--- src/rtl/pipe_exec_core.sv ---
// pipe_exec_core: four-stage (ID / EX / MEM / WB) integer execution core.
// Ops are read from the register file at issue (ID), computed in EX, access
// data memory in MEM and commit to the register file in WB.
// Optional feature macro: PIPE_EXEC_FWD_EN
//   defined   -> EX operand bypass (MEM over WB over register file) plus a
//                one-cycle load-use stall
//   undefined -> no bypass; a dependent op waits until its producer is in WB
//                and picks the value up through the write-first register file
module pipe_exec_core #(
  parameter  int DW   = 8,
  parameter  int NREG = 8,
  localparam int RW   = $clog2(NREG)
) (
  input  logic          clk,
  input  logic          reset,
  input  logic          issue_valid,
  output logic          issue_ready,
  input  logic [3:0]    issue_op,
  input  logic [RW-1:0] issue_rd,
  input  logic [RW-1:0] issue_rs1,
  input  logic [RW-1:0] issue_rs2,
  input  logic [DW-1:0] issue_imm,
  input  logic          issue_use_imm,
  input  logic          flush,
  output logic          dmem_re,
  output logic          dmem_we,
  output logic [DW-1:0] dmem_addr,
  output logic [DW-1:0] dmem_wdata,
  input  logic [DW-1:0] dmem_rdata,
  output logic          br_valid,
  output logic          br_taken,
  output logic          wb_valid,
  output logic [RW-1:0] wb_rd,
  output logic [DW-1:0] wb_data
);

  localparam int SW = $clog2(DW);

  localparam logic [3:0] OP_ADD   = 4'd0;
  localparam logic [3:0] OP_SUB   = 4'd1;
  localparam logic [3:0] OP_AND   = 4'd2;
  localparam logic [3:0] OP_OR    = 4'd3;
  localparam logic [3:0] OP_XOR   = 4'd4;
  localparam logic [3:0] OP_SLL   = 4'd5;
  localparam logic [3:0] OP_SRL   = 4'd6;
  localparam logic [3:0] OP_SRA   = 4'd7;
  localparam logic [3:0] OP_SLT   = 4'd8;
  localparam logic [3:0] OP_SLTU  = 4'd9;
  localparam logic [3:0] OP_LOAD  = 4'd10;
  localparam logic [3:0] OP_STORE = 4'd11;
  localparam logic [3:0] OP_BEQ   = 4'd12;
  localparam logic [3:0] OP_BNE   = 4'd13;

  // register file
  logic [DW-1:0] regs [NREG];

  // EX stage
  logic          ex_valid;
  logic [3:0]    ex_op;
  logic [RW-1:0] ex_rd;
  logic [DW-1:0] ex_a;
  logic [DW-1:0] ex_b;
  logic [DW-1:0] ex_imm;
  logic          ex_use_imm;
  logic          ex_we;
`ifdef PIPE_EXEC_FWD_EN
  logic [RW-1:0] ex_rs1;
  logic [RW-1:0] ex_rs2;
`endif

  // MEM stage
  logic          mem_valid;
  logic          mem_we;
  logic [RW-1:0] mem_rd;
  logic [DW-1:0] mem_result;
  logic [DW-1:0] mem_wdata;
  logic          mem_load;
  logic          mem_store;

  // WB stage
  logic          wbk_valid;
  logic          wbk_we;
  logic [RW-1:0] wbk_rd;
  logic [DW-1:0] wbk_result;
  logic          wbk_load;

  // WB commit; register 0 writes are dropped here so they never reach regs
  logic          wb_commit;
  logic [DW-1:0] wb_value;
  assign wb_value  = wbk_load ? dmem_rdata : wbk_result;
  assign wb_commit = wbk_valid && wbk_we && (wbk_rd != '0);

  // ID decode of the presented op
  logic id_writes;
  logic id_reads_rs2;
  assign id_writes    = (issue_op <= OP_LOAD);
  assign id_reads_rs2 = !issue_use_imm || (issue_op == OP_STORE) ||
                        (issue_op == OP_BEQ) || (issue_op == OP_BNE);

  // write-first register read at ID
  logic [DW-1:0] id_a;
  logic [DW-1:0] id_b;
  assign id_a = (issue_rs1 == '0) ? '0 :
                (wb_commit && wbk_rd == issue_rs1) ? wb_value : regs[issue_rs1];
  assign id_b = (issue_rs2 == '0) ? '0 :
                (wb_commit && wbk_rd == issue_rs2) ? wb_value : regs[issue_rs2];

  // issue hazard detection
  logic hazard;
  logic src_match_ex;
  assign src_match_ex = (ex_rd != '0) &&
                        ((ex_rd == issue_rs1) || (id_reads_rs2 && ex_rd == issue_rs2));
`ifdef PIPE_EXEC_FWD_EN
  // only a LOAD in EX cannot be bypassed in time
  assign hazard = ex_valid && (ex_op == OP_LOAD) && src_match_ex;
`else
  logic src_match_mem;
  assign src_match_mem = (mem_rd != '0) &&
                         ((mem_rd == issue_rs1) || (id_reads_rs2 && mem_rd == issue_rs2));
  // wait until the producer has reached WB
  assign hazard = (ex_valid && ex_we && src_match_ex) ||
                  (mem_valid && mem_we && src_match_mem);
`endif

  logic accept;
  assign issue_ready = !reset && !flush && !hazard;
  assign accept      = issue_valid && issue_ready;

  // EX operands
  logic [DW-1:0] op_a;
  logic [DW-1:0] rs_b;
  logic [DW-1:0] alu_b;
  logic [SW-1:0] shamt;
`ifdef PIPE_EXEC_FWD_EN
  logic mem_fwd_ok;
  assign mem_fwd_ok = mem_valid && mem_we && (mem_rd != '0);

  // bypass selection: youngest producer (MEM) wins over WB and the register file
  always_comb begin
    op_a = ex_a;
    rs_b = ex_b;
    if (mem_fwd_ok && mem_rd == ex_rs1)      op_a = mem_result;
    else if (wb_commit && wbk_rd == ex_rs1)  op_a = wb_value;
    if (mem_fwd_ok && mem_rd == ex_rs2)      rs_b = mem_result;
    else if (wb_commit && wbk_rd == ex_rs2)  rs_b = wb_value;
  end
`else
  assign op_a = ex_a;
  assign rs_b = ex_b;
`endif
  assign alu_b = ex_use_imm ? ex_imm : rs_b;
  assign shamt = alu_b[SW-1:0];

  // EX datapath: ALU result or load/store address
  logic [DW-1:0] alu_y;
  always_comb begin
    alu_y = '0;
    case (ex_op)
      OP_ADD:            alu_y = op_a + alu_b;
      OP_SUB:            alu_y = op_a - alu_b;
      OP_AND:            alu_y = op_a & alu_b;
      OP_OR:             alu_y = op_a | alu_b;
      OP_XOR:            alu_y = op_a ^ alu_b;
      OP_SLL:            alu_y = op_a << shamt;
      OP_SRL:            alu_y = op_a >> shamt;
      OP_SRA:            alu_y = $signed(op_a) >>> shamt;
      OP_SLT:            alu_y = {{(DW-1){1'b0}}, ($signed(op_a) < $signed(alu_b))};
      OP_SLTU:           alu_y = {{(DW-1){1'b0}}, (op_a < alu_b)};
      OP_LOAD, OP_STORE: alu_y = op_a + ex_imm;
      default:           alu_y = '0;
    endcase
  end

  // branch resolution in EX; a flushed branch reports nothing
  logic ex_branch;
  assign ex_branch = (ex_op == OP_BEQ) || (ex_op == OP_BNE);
  assign br_valid  = ex_valid && !flush && ex_branch;
  assign br_taken  = br_valid && ((ex_op == OP_BEQ) ? (op_a == rs_b) : (op_a != rs_b));

  // ID -> EX: capture the accepted op, otherwise insert a bubble
  always_ff @(posedge clk or posedge reset) begin
    if (reset) begin
      ex_valid   <= 1'b0;
      ex_op      <= '0;
      ex_rd      <= '0;
      ex_a       <= '0;
      ex_b       <= '0;
      ex_imm     <= '0;
      ex_use_imm <= 1'b0;
      ex_we      <= 1'b0;
`ifdef PIPE_EXEC_FWD_EN
      ex_rs1     <= '0;
      ex_rs2     <= '0;
`endif
    end else begin
      ex_valid <= accept;
      if (accept) begin
        ex_op      <= issue_op;
        ex_rd      <= issue_rd;
        ex_a       <= id_a;
        ex_b       <= id_b;
        ex_imm     <= issue_imm;
        ex_use_imm <= issue_use_imm;
        ex_we      <= id_writes;
`ifdef PIPE_EXEC_FWD_EN
        ex_rs1     <= issue_rs1;
        ex_rs2     <= issue_rs2;
`endif
      end
    end
  end

  // EX -> MEM: a flush squashes the op leaving EX
  always_ff @(posedge clk or posedge reset) begin
    if (reset) begin
      mem_valid  <= 1'b0;
      mem_we     <= 1'b0;
      mem_rd     <= '0;
      mem_result <= '0;
      mem_wdata  <= '0;
      mem_load   <= 1'b0;
      mem_store  <= 1'b0;
    end else begin
      mem_valid  <= ex_valid && !flush;
      mem_we     <= ex_we;
      mem_rd     <= ex_rd;
      mem_result <= alu_y;
      mem_wdata  <= rs_b;
      mem_load   <= (ex_op == OP_LOAD);
      mem_store  <= (ex_op == OP_STORE);
    end
  end

  // MEM -> WB: ops past EX always complete
  always_ff @(posedge clk or posedge reset) begin
    if (reset) begin
      wbk_valid  <= 1'b0;
      wbk_we     <= 1'b0;
      wbk_rd     <= '0;
      wbk_result <= '0;
      wbk_load   <= 1'b0;
    end else begin
      wbk_valid  <= mem_valid;
      wbk_we     <= mem_we;
      wbk_rd     <= mem_rd;
      wbk_result <= mem_result;
      wbk_load   <= mem_load;
    end
  end

  // one register per index, each taking the WB write addressed to it
  genvar gi;
  generate
    for (gi = 0; gi < NREG; gi++) begin : g_reg
      // register gi: load on a committed WB write to index gi
      always_ff @(posedge clk or posedge reset) begin
        if (reset)                                   regs[gi] <= '0;
        else if (wb_commit && wbk_rd == RW'(gi))     regs[gi] <= wb_value;
      end
    end
  endgenerate

  // memory and writeback outputs are held at zero when idle
  assign dmem_re    = mem_valid && mem_load;
  assign dmem_we    = mem_valid && mem_store;
  assign dmem_addr  = (dmem_re || dmem_we) ? mem_result : '0;
  assign dmem_wdata = dmem_we ? mem_wdata : '0;
  assign wb_valid   = wb_commit;
  assign wb_rd      = wb_commit ? wbk_rd : '0;
  assign wb_data    = wb_commit ? wb_value : '0;

endmodule

--- config.mk ---
export PLATFORM = sky130hd
export DESIGN_NAME = pipe_exec_core
export DESIGN_NICKNAME = d
export VERILOG_FILES = /design/src/rtl/pipe_exec_core.sv
export SDC_FILE = /design/constraint.sdc
export NUM_CORES = 1
export LEC_CHECK = 0
export BUFFER_PORTS_ARGS = -buffer_cell sky130_fd_sc_hd__buf_4
export CAP_MARGIN = 20
export CORE_ASPECT_RATIO = 1.4
export CORE_UTILIZATION = 24
export CTS_BUF_LIST = sky130_fd_sc_hd__clkbuf_8 sky130_fd_sc_hd__clkbuf_16
export CTS_CLUSTER_DIAMETER = 50
export DETAILED_ROUTE_END_ITERATION = 12
export GPL_TIMING_DRIVEN = 0
export PLACE_DENSITY = 0.45
export SKIP_CTS_REPAIR_TIMING = 1
export SYNTH_ARGS = -nofsm -noshare
export SYNTH_HDL_FRONTEND = slang
export SYNTH_SLANG_ARGS = --single-unit
--- constraint.sdc ---
create_clock -name clk -period 5.45 [get_ports clk]
set_input_delay 0.2725 -clock clk [delete_from_list [all_inputs] [get_ports clk]]
set_output_delay 0.2725 -clock clk [all_outputs]
set_load 0.005 [all_outputs]
; ---- Word-level counts from Yosys, hierarchy flattened
; Index checks and enable logic that the tools add are counted.
[totals]
regBits = 135
out_inout_bits = 33
[op_classes]
addsub = 3
magnitude_cmp = 5
n_eq_ne = 31
n_shift = 3
muxes = 18
bitwise_logic = 5
reduce_logical = 48
[op_table]
columns = op, count
row1 = $mux 8, 13
row2 = $pmux 8 s11, 1
row3 = $bmux 8 s3, 2
row4 = $eq 4x4->1 const B, 9
row5 = $logic_and 1x1->1, 28
row6 = $eq 3x3->1, 6
row7 = $add 8x8->8, 2
row8 = $eq 4x3->1 const B, 4
row9 = $lt 8x8->1, 2
row10 = $eq 3x3->1 const B, 4
row11 = $logic_not 3->1, 3
row12 = $reduce_bool 3->1, 3
row13 = $and 8x8->8, 1
row14 = $eq 4x2->1 const B, 2
row15 = $eq 8x8->1, 1
row16 = $ge 4x4->1 const B, 2
row17 = $logic_or 1x1->1, 8
row18 = $ne 8x8->1, 1
row19 = $not 3->4, 2
row20 = $or 8x8->8, 1
row21 = $shl 8x3->8, 1
row22 = $shr 8x3->8, 1
row23 = $sshr 8x3->8, 1
row24 = $sub 8x8->8, 1
row25 = other kinds (10), 14

; ---- Depth between registers and ports, before layout
; Gate-level depths: netlist of run 1.
[logic_depth]
ltp_word = 12
depth_mapped = 13

; ---- Worst setup path before layout of run 1
; Ideal clock, no wire load.
[synth_path]
path_type = register to register
start = register ex_op[2]
end = register mem_result[6]
setup_ns = 0.137
t_arrival_ns = 2.729
required_ns = 5.313
path_slack_ns = 2.584
path_stages_with_launch = 13
path_buffers = 2
period_less_slack_ns = 2.866
cell_sequence = dfrtp_1 buf_2 nand3b_1 clkbuf_1 a21oi_1 ha_1 fa_1 a21o_1 a21oi_1 o21ai_0 xor2_1 a211oi_1 o211ai_1
[synth_between]
elab_chain_len = 3
[synth_rtl]
columns = item, line
row1 = from (decl), 59  ; logic [3:0] ex_op;
row2 = from (signal assigned), 198  ; ex_op <= issue_op;
row3 = $eq 4x4->1, 158  ; case (ex_op)
row4 = $reduce_or 2->1, 158
row5 = $pmux 8 s11 (*), 158
row6 = named net alu_y[6], 155  ; logic [DW-1:0] alu_y;
row7 = to (signal assigned), 227  ; mem_result <= alu_y;
row8 = to (decl), 75  ; logic [DW-1:0] mem_result;
; The timed path passes the listed nets; every way through them passes the cells marked *.
; A chain may end at the register's enable or synchronous reset.

; ---- Worst setup path in the final report of run 1
[layout_path]
start = register ex_op[2]
end = register mem_result[4]
; Same word-level chain as after synthesis.

==> summary.md, run 1 <==
| Metric | Value |
|---|---|
| Status | finished, final reports clean |
| Synth warn | 0 |
| Vias in the first global route | roughly 7100 |
| Commonest cells after routing, fill and taps aside | dfrtp_1 (135), a21oi_1 (107), nor2_1 (95) |
| WS Path Type | reg -> reg |
| Die Wd | 160 um |
| Total grt overflow | 0 |
| Sequential-to-total area share from yosys stat | 0.401 |
| Area growth, synth to finish | 21.0% |
| Maximum VDD drop | 0.241 mV |
| Most common cell after layout, fill and taps aside | dfrtp_1 |
| Layout cells sized above 1 | 0.214 |
| Total Routing Usage GR | 0.167 |
| Final Cycle Share | 0.708 |
| Max_cap viols | 0 |
| FFs w/ async S/R, synth | 1.00 |
| DRT Pass-1 Iters | 5 |
| Tot Pwr | 5.89 mW |
| Post-synth EDFFs | 0 |
| Avg Inst Size Synth | 9.91 um^2 |
| Top Ports | 67 |
| Antenna violations before repair | 0 |
| Routed vias/inst | 4.81 |
| DRC viols | 0 |
| Number of synthesized register bits | 135 |
| Unique masters post-synth | 63 |
| Crit-path max FO | 10 |
| Hold slack | 0.0216 ns |
| RSZ-0062 raised after global routing | no |
| Clk sinks | 135 |
| LEAKAGE | ~4.3 nW |
| CTS Buf Count | 17 |
| Core ar. | 34300 um^2 |
| Post-Syn Area | 8420 um^2 |
| Worst rel slew slack | 0.358 |
| Initial Util | 0.245 |
| DR WL/cell | roughly 20 um |
| PwrDens | 578 nW/um^2 |
| Row cnt | 80 |
| Largest net degree at the start of global routing | 97 |
| Final setup viols | 0 |
| HPWL Detailed | about 23000 um |
| Cells after Synth | 850 |
| Die ar. | 35800 um^2 |
| Worst skew pair latency | 0.44 ns |
| Hold violation count in the final report | 0 |
| CP Data Arrival Time | 4.13 ns |
| Max Root-Sink Buffers | 2 |
| Antenna cells | 0 |
| First-pass GRT wire length | 44200 um |
| Die Y | 224 um |
| Clock root cell | clkbuf_16 |
| Final GP Congestion | between 0.9 and 1 |
| Critical Path RT | 5.72 ns |
| Htree depth | 4 |
| DR iter-0 viols | around 410 |
| Wirelength, routed | a little under 30000 um |
| Crit end category | register |
| CTS tree | yes |
| IO buf count | 66 |
| Final ANT Viol Nets | 0 |
| Clk_skew | ~0.012 ns |
| Maximum clock frequency | 0.259 GHz |
| Clock-pin slew on the worst setup and hold paths | 0.06 ns |
| Worst Tran Pin Value | 0.955 ns |
| Primary FF master, synth | dfrtp_1 |
| Routed via count | approximately 6800 |
| Hold crit path type | in -> reg |
| Worst setup SP type | register |
| Slew Viols, Final | 0 |
| Fin crit period | 3.86 ns |
| Syn_nets | roughly 920 |
| Nets | around 1000 |
## logic make-up after synthesis
logic type      Yosys count  share of synthesized area
compound gates          229                      0.164
simple gates            236                      0.132
xor+xnor                 37                     0.0385
mux                      85                      0.156
buf+inv                  91                     0.0519
fa+ha+maj                37                     0.0568
flops                   135                      0.401
## flip-flops by register name, indices dropped and copies added (netlist names), 3 cells and up
name	cells
ex_a	8
ex_b	8
ex_imm	8
ex_op	4
ex_rd	3
mem_rd	3
mem_result	8
mem_wdata	8
regs	64
wbk_rd	3
wbk_result	8
## layer usage
layer / vias to the layer above / GRT usage / share of wire
met3: 64 / 0.0226 / 0.023
met1: 3326 / 0.179 / 0.37
li1: 3225 / - / -
met5: - / 0 / 0
met4: 0 / 0.104 / 0.054
met2: 161 / 0.309 / 0.55
## worst max-delay path: stages (launching register included)
cell and delay [ns]:
dfrtp_1 0.41, buf_2 0.24, nand3b_1 0.33, clkbuf_1 0.42, a21oi_1 0.13, ha_1 0.25
fa_1 0.45, a21o_1 0.18, a21oi_1 0.21, xnor2_1 0.11, a221oi_1 0.79, nand3_1 0.17
## final cells by class
| cell class | count | area (um^2) |
|---|---|---|
| clock inverter | 12 | 136 |
| fill | 3634 | 24100 |
| inverter | 31 | 121 |
| clock buffer | 19 | 453 |
| multi-input combinational | 624 | 4610 |
| sequential | 135 | 3380 |
| tap | 451 | 564 |
| buffer | 60 | 320 |
| timing repair buffer | 76 | 601 |
## synth_stat cells (13+ instances only)
cell type,n,area (um^2)
mux2i_1,20,200
mux4_2,32,721
buf_2,20,100
o21ai_0,45,225
mux2_2,16,180
a21oi_1,107,536
and3_1,13,81.3
nor2_1,95,357
xor2_1,20,175
xnor2_1,17,149
ha_1,35,438
nand2_1,59,221
inv_1,29,109
mux2_1,15,169
clkbuf_1,25,93.8
nor2b_1,15,93.8
dfrtp_1,135,3380
## metrics by stage
| step | setup slack, ns | TNS, ns | std cells | cell area (um^2) | utilization |
|---|---|---|---|---|---|
| floorplan | 1.57 | 0 | 850 | 8420 | - |
| global placement | -0.217 | -26.69 | 1367 | 9480 | 0.276 |
| detailed placement | 1.83 | 0 | 1376 | 9590 | 0.279 |
| CTS | 1.78 | 0 | 1407 | 10200 | 0.296 |
| global route | 1.39 | 0 | 1408 | 10200 | 0.297 |
| finish | 1.59 | 0 | 1408 | 10200 | 0.297 |
## power by group
group          internal, mW  total (mW)  switching, mW
registers              1.39        1.76          0.378
logic                  1.17        2.96           1.79
clock network         0.731        1.16          0.427
## path summary, 6_finish.rpt
check | start | end | slack [ns] | cells after the start
worst max-delay path | ex_op[2] | mem_result[4] | 1.59 | 11
worst min-delay path | flush | mem_valid | 0.02 | 2
worst max register to register | ex_op[2] | mem_result[4] | 1.59 | 11
worst min register to register | ex_b[0] | mem_wdata[0] | 0.38 | 0
max in group asynchronous | reset | ex_imm[0] | 4.21 | 4
min in group asynchronous | reset | ex_imm[5] | 0.40 | 3
Power figures use the tool's default switching activity.
==> inputs of run 2 (changes only) <==
--- a/config.mk
+++ b/config.mk
@@ -5,6 +5,7 @@
 export SDC_FILE = /design/constraint.sdc
 export NUM_CORES = 1
 export LEC_CHECK = 0
+export ABC_AREA = 1
 export BUFFER_PORTS_ARGS = -buffer_cell sky130_fd_sc_hd__buf_4
 export CAP_MARGIN = 20
 export CORE_ASPECT_RATIO = 1.4
==> constraint.sdc (replaced) <==
create_clock -name clk -period 3.6 [get_ports clk]
set_input_delay 0.18 -clock clk [delete_from_list [all_inputs] [get_ports clk]]
set_output_delay 0.18 -clock clk [all_outputs]
set_load 0.005 [all_outputs]
==> run 2 against run 1 <==
Against the previous run:
- final area increased by 4.9%
- cell count up 33%
- the flow now finishes with violations (hold timing)
- largest power group is now registers
- synthesized cell count increased by 53%
- clock power is 45% higher
- worst hold slack lost 0.037 ns
- setup slack lost 1.3 ns
- count of clock-buffer cells in the layout shrank 2
==> summary.md, run 2 <==
| Metric | Value |
|---|---|
| Reg2reg start | ex_op[1] |
| Worst setup SP type | register |
| RSZ-0062 raised after global routing | no |
| DR iter-0 viols | 610 (+50%) |
| Maximum VDD drop | 0.252 mV (+4.4%) |
| Largest net degree at the start of global routing | 42 (-57%) |
| Max_cap viols | 0 (unchanged) |
| Failing checks | hold timing |
| Top Ports | 67 (unchanged) |
| Antenna violations before repair | 0 (unchanged) |
| WS Path Type | reg -> reg |
| Worst rel slew slack | 0.249 (-0.110) |
| First-pass GRT wire length | 50100 um (+14%) |
| Routed vias/inst | 4.64 (-3.6%) |
| Sequential-to-total area share from yosys stat | 0.381 (-0.0204) |
| Number of synthesized register bits | 135 (unchanged) |
| Largest register FFs | 64 (unchanged) |
| Most frequent cell after synthesis | nand2_1 |
| Synth warn | 0 (unchanged) |
| Primary FF master, synth | dfrtp_1 |
| GR Layer Usage met3 | 0.0234 (+0.000773) |
| Worst Tran Pin Value | 1.12 ns (+0.164 ns) |
| Ranking of synthesized cells by area | dfrtp_1 (38%), nand2_1 (18%), nand3_1 (9.0%), nor2_1 (5.6%), inv_1 (5.0%) |
| Final Cycle Share | 0.918 (+0.210) |
| CTS Buf Count | 17 (unchanged) |
| Syn_nets | 1370 (+49%) |
| Htree depth | 4 (unchanged) |
| Total Routing Usage GR | 0.179 (+0.0123) |
| Maximum clock frequency | 0.303 GHz (+17%) |
| Final ANT Viol Nets | 0 (unchanged) |
| Top Usage Layer GRT | met2 |
| Clock root cell | clkbuf_16 |
| Met1 usage | 0.194 (+0.0154) |
| Buf/Inv on CP | 2 (unchanged) |
| Critical Path RT | 3.84 ns (-1.88 ns) |
| Fin crit period | 3.30 ns (-0.556 ns) |
| Cell Chain, Critical Path | clkbuf_1, nand2_1, clkbuf_1, nand2_1, o21ai_0, ha_1, fa_1, nand3_1, nand2_1, nand2_1, nand2_1, o21ai_0, nand4_1 |
| Die Y | 229 um (+2.6%) |
| Status | complete, but fails checks |
| Crit path launch | ex_op[1] |
| HPWL Detailed | 25500 um (+13%) |
| Nets | 1469 (+45%) |
| CP Data Arrival Time | 3.55 ns (-0.58 ns) |
| Filler cells | 4090 (+13%) |
| Slew Viols, Final | 0 (unchanged) |
| Top Family by Delay on Critical Path | simple AND/OR/NAND/NOR gates |
| Placed Area | 10000 um^2 (+4.5%) |
| Layout cells sized above 1 | 0.114 (-0.100) |
| Max Root-Sink Buffers | 2 (unchanged) |
| Crit-path max FO | 10 (unchanged) |
| DR WL/cell | 17.5 um (-15%) |
| Die Wd | 164 um (+2.6%) |
| Commonest cells after routing, fill and taps aside | nand2_1 (430), nand3_1 (159), dfrtp_1 (135) |
| Post-Syn Area | 8870 um^2 (+5.4%) |
| DRT Pass-1 Iters | 5 (unchanged) |
| Hold slack | -0.0158 ns (-0.0374 ns) |
| Worst skew pair latency | 0.43 ns (about the same) |
| Routed via count | 8711 (+29%) |
| Hold path startpoint | issue_imm[7] |
| DRC viols | 0 (unchanged) |
| Clock-pin slew on the worst setup and hold paths | 0.06 ns (about the same) |
| CP most frequent cell | nand2_1 |
| Crit end category | register |
| LEAKAGE | 5.60 nW (+31%) |
| CP max-delay cell | fa_1 |
| Initial Util | 0.243 (-0.00255) |
| Clk_skew | 0.0107 ns (-0.00104 ns) |
| Cells after Synth | 1299 (+53%) |
| IO buf count | 63 (-4.5%) |
| Wirelength, routed | 32800 um (+14%) |
| Global-route track usage on met2 | 0.336 (+0.0278) |
| Area share of the largest cell type after synthesis | 0.381 (-0.0204) |
| Post-synth top area cell | dfrtp_1 |
| Synth top cells by count | nand2_1 (430), nand3_1 (159), dfrtp_1 (135) |
| PwrDens | 535 nW/um^2 (-7.4%) |
| Clk sinks | 135 (unchanged) |
| Reg with most FFs | regs |
| FFs w/ async S/R, synth | 1.00 (unchanged) |
| Hold crit path type | in -> reg |
| Avg Inst Size Synth | 6.83 um^2 (-31%) |
| Final setup viols | 0 (unchanged) |
| Post-synth EDFFs | 0 (unchanged) |
| Final GP Congestion | 0.911 (-5.1%) |
| Unique masters post-synth | 42 (-33%) |
| CTS tree | yes |
| Die ar. | 37700 um^2 (+5.3%) |
| Core ar. | 36600 um^2 (+6.5%) |
| Most common cell after layout, fill and taps aside | nand2_1 |
| Tot Pwr | 5.72 mW (-2.9%) |
| Vias in the first global route | 8711 (+22%) |
| Post-route cell area | 10700 um^2 (+4.9%) |
| Total grt overflow | 0 (unchanged) |
| Hold violation count in the final report | 2 (+2) |
| Area growth, synth to finish | 20.5% |
| Row cnt | 83 (+3.8%) |
| Setup TNS | 0 ns (unchanged) |
| CP max stage delay | 0.43 ns (-0.36 ns) |
| Antenna cells | 0 (unchanged) |
-- run 2: cell types whose count changed after synthesis, sizes merged, moves of 27 or more --
cell,before,now
nor2,95,134
nand2,59,430
mux2,31,0
inv,31,124
mux4,32,0
o21ai,57,84
nand3,12,161
a21oi,108,61
-- run 2: power breakdown --
part	total [mW]	leakage, nW	switching (mW)	internal, mW
Clock	1.68	0.272	0.727	0.952
Sequential	2.06	1.52	0.264	1.79
Combinational	1.98	3.81	1.33	0.651
-- run 2: cell type report --
| type | count | area (um^2) | share of cell area |
|---|---|---|---|
| Inverter | 128 | 484 | 0.0453 |
| Tap cell | 467 | 584 | 0.0547 |
| Clock inverter | 15 | 131 | 0.0123 |
| Buffer | 64 | 337 | 0.0315 |
| Sequential cell | 135 | 3380 | 0.316 |
| Clock buffer | 17 | 425 | 0.0398 |
| Multi-Input combinational cell | 972 | 4680 | 0.437 |
| Timing Repair Buffer | 80 | 673 | 0.0630 |
-- run 2: layer usage --
metal,part of all wire,vias up
met2,0.54,212
met3,0.027,75
li1,-,4328
met4,0.042,0
met5,0,-
met1,0.39,4096
-- run 2: final timing paths --
check	to	slack, ns	cells after the start
worst max-delay path	mem_result[6]	0.30	13
worst min-delay path	ex_imm[7]	-0.02	3
worst max register to register	mem_result[6]	0.30	13
worst min register to register	wbk_load	0.37	0
max in group asynchronous	regs[56]	1.97	6
min in group asynchronous	ex_rd[2]	0.46	3
-- run 2: cell families after synthesis --
family                     after synthesis  synth area share
buffers and inverters                  192            0.0921
AOI/OAI and AO/OA                      162            0.0983
and+or+nand+nor                        756             0.358
xor gates and xnor gates                17            0.0168
DFF                                    135             0.381
adders and majority gates               37            0.0539
-- run 2: metrics by stage --
stage	hold WS (ns)	cells	worst slack (ns)	utilization
detailed placement	0.362	1834	0.328	0.274
global route	0.00106	1878	0.0846	0.292
CTS	-0.0761	1866	0.314	0.289
floorplan	0.257	1299	1.26	-
global placement	0.360	1829	0.356	0.272
finish	-0.0158	1878	0.296	0.292
-- run 2: worst register-to-register path: stages (launching register included) --
cell and delay [ns]:
dfrtp_1 0.33, clkbuf_1 0.36, nand2_1 0.32, clkbuf_1 0.29, nand2_1 0.10, o21ai_0 0.10
ha_1 0.24, fa_1 0.43, nand3_1 0.11, nand2_1 0.07, nand2_1 0.06, nand2_1 0.06
o21ai_0 0.38, nand4_1 0.27
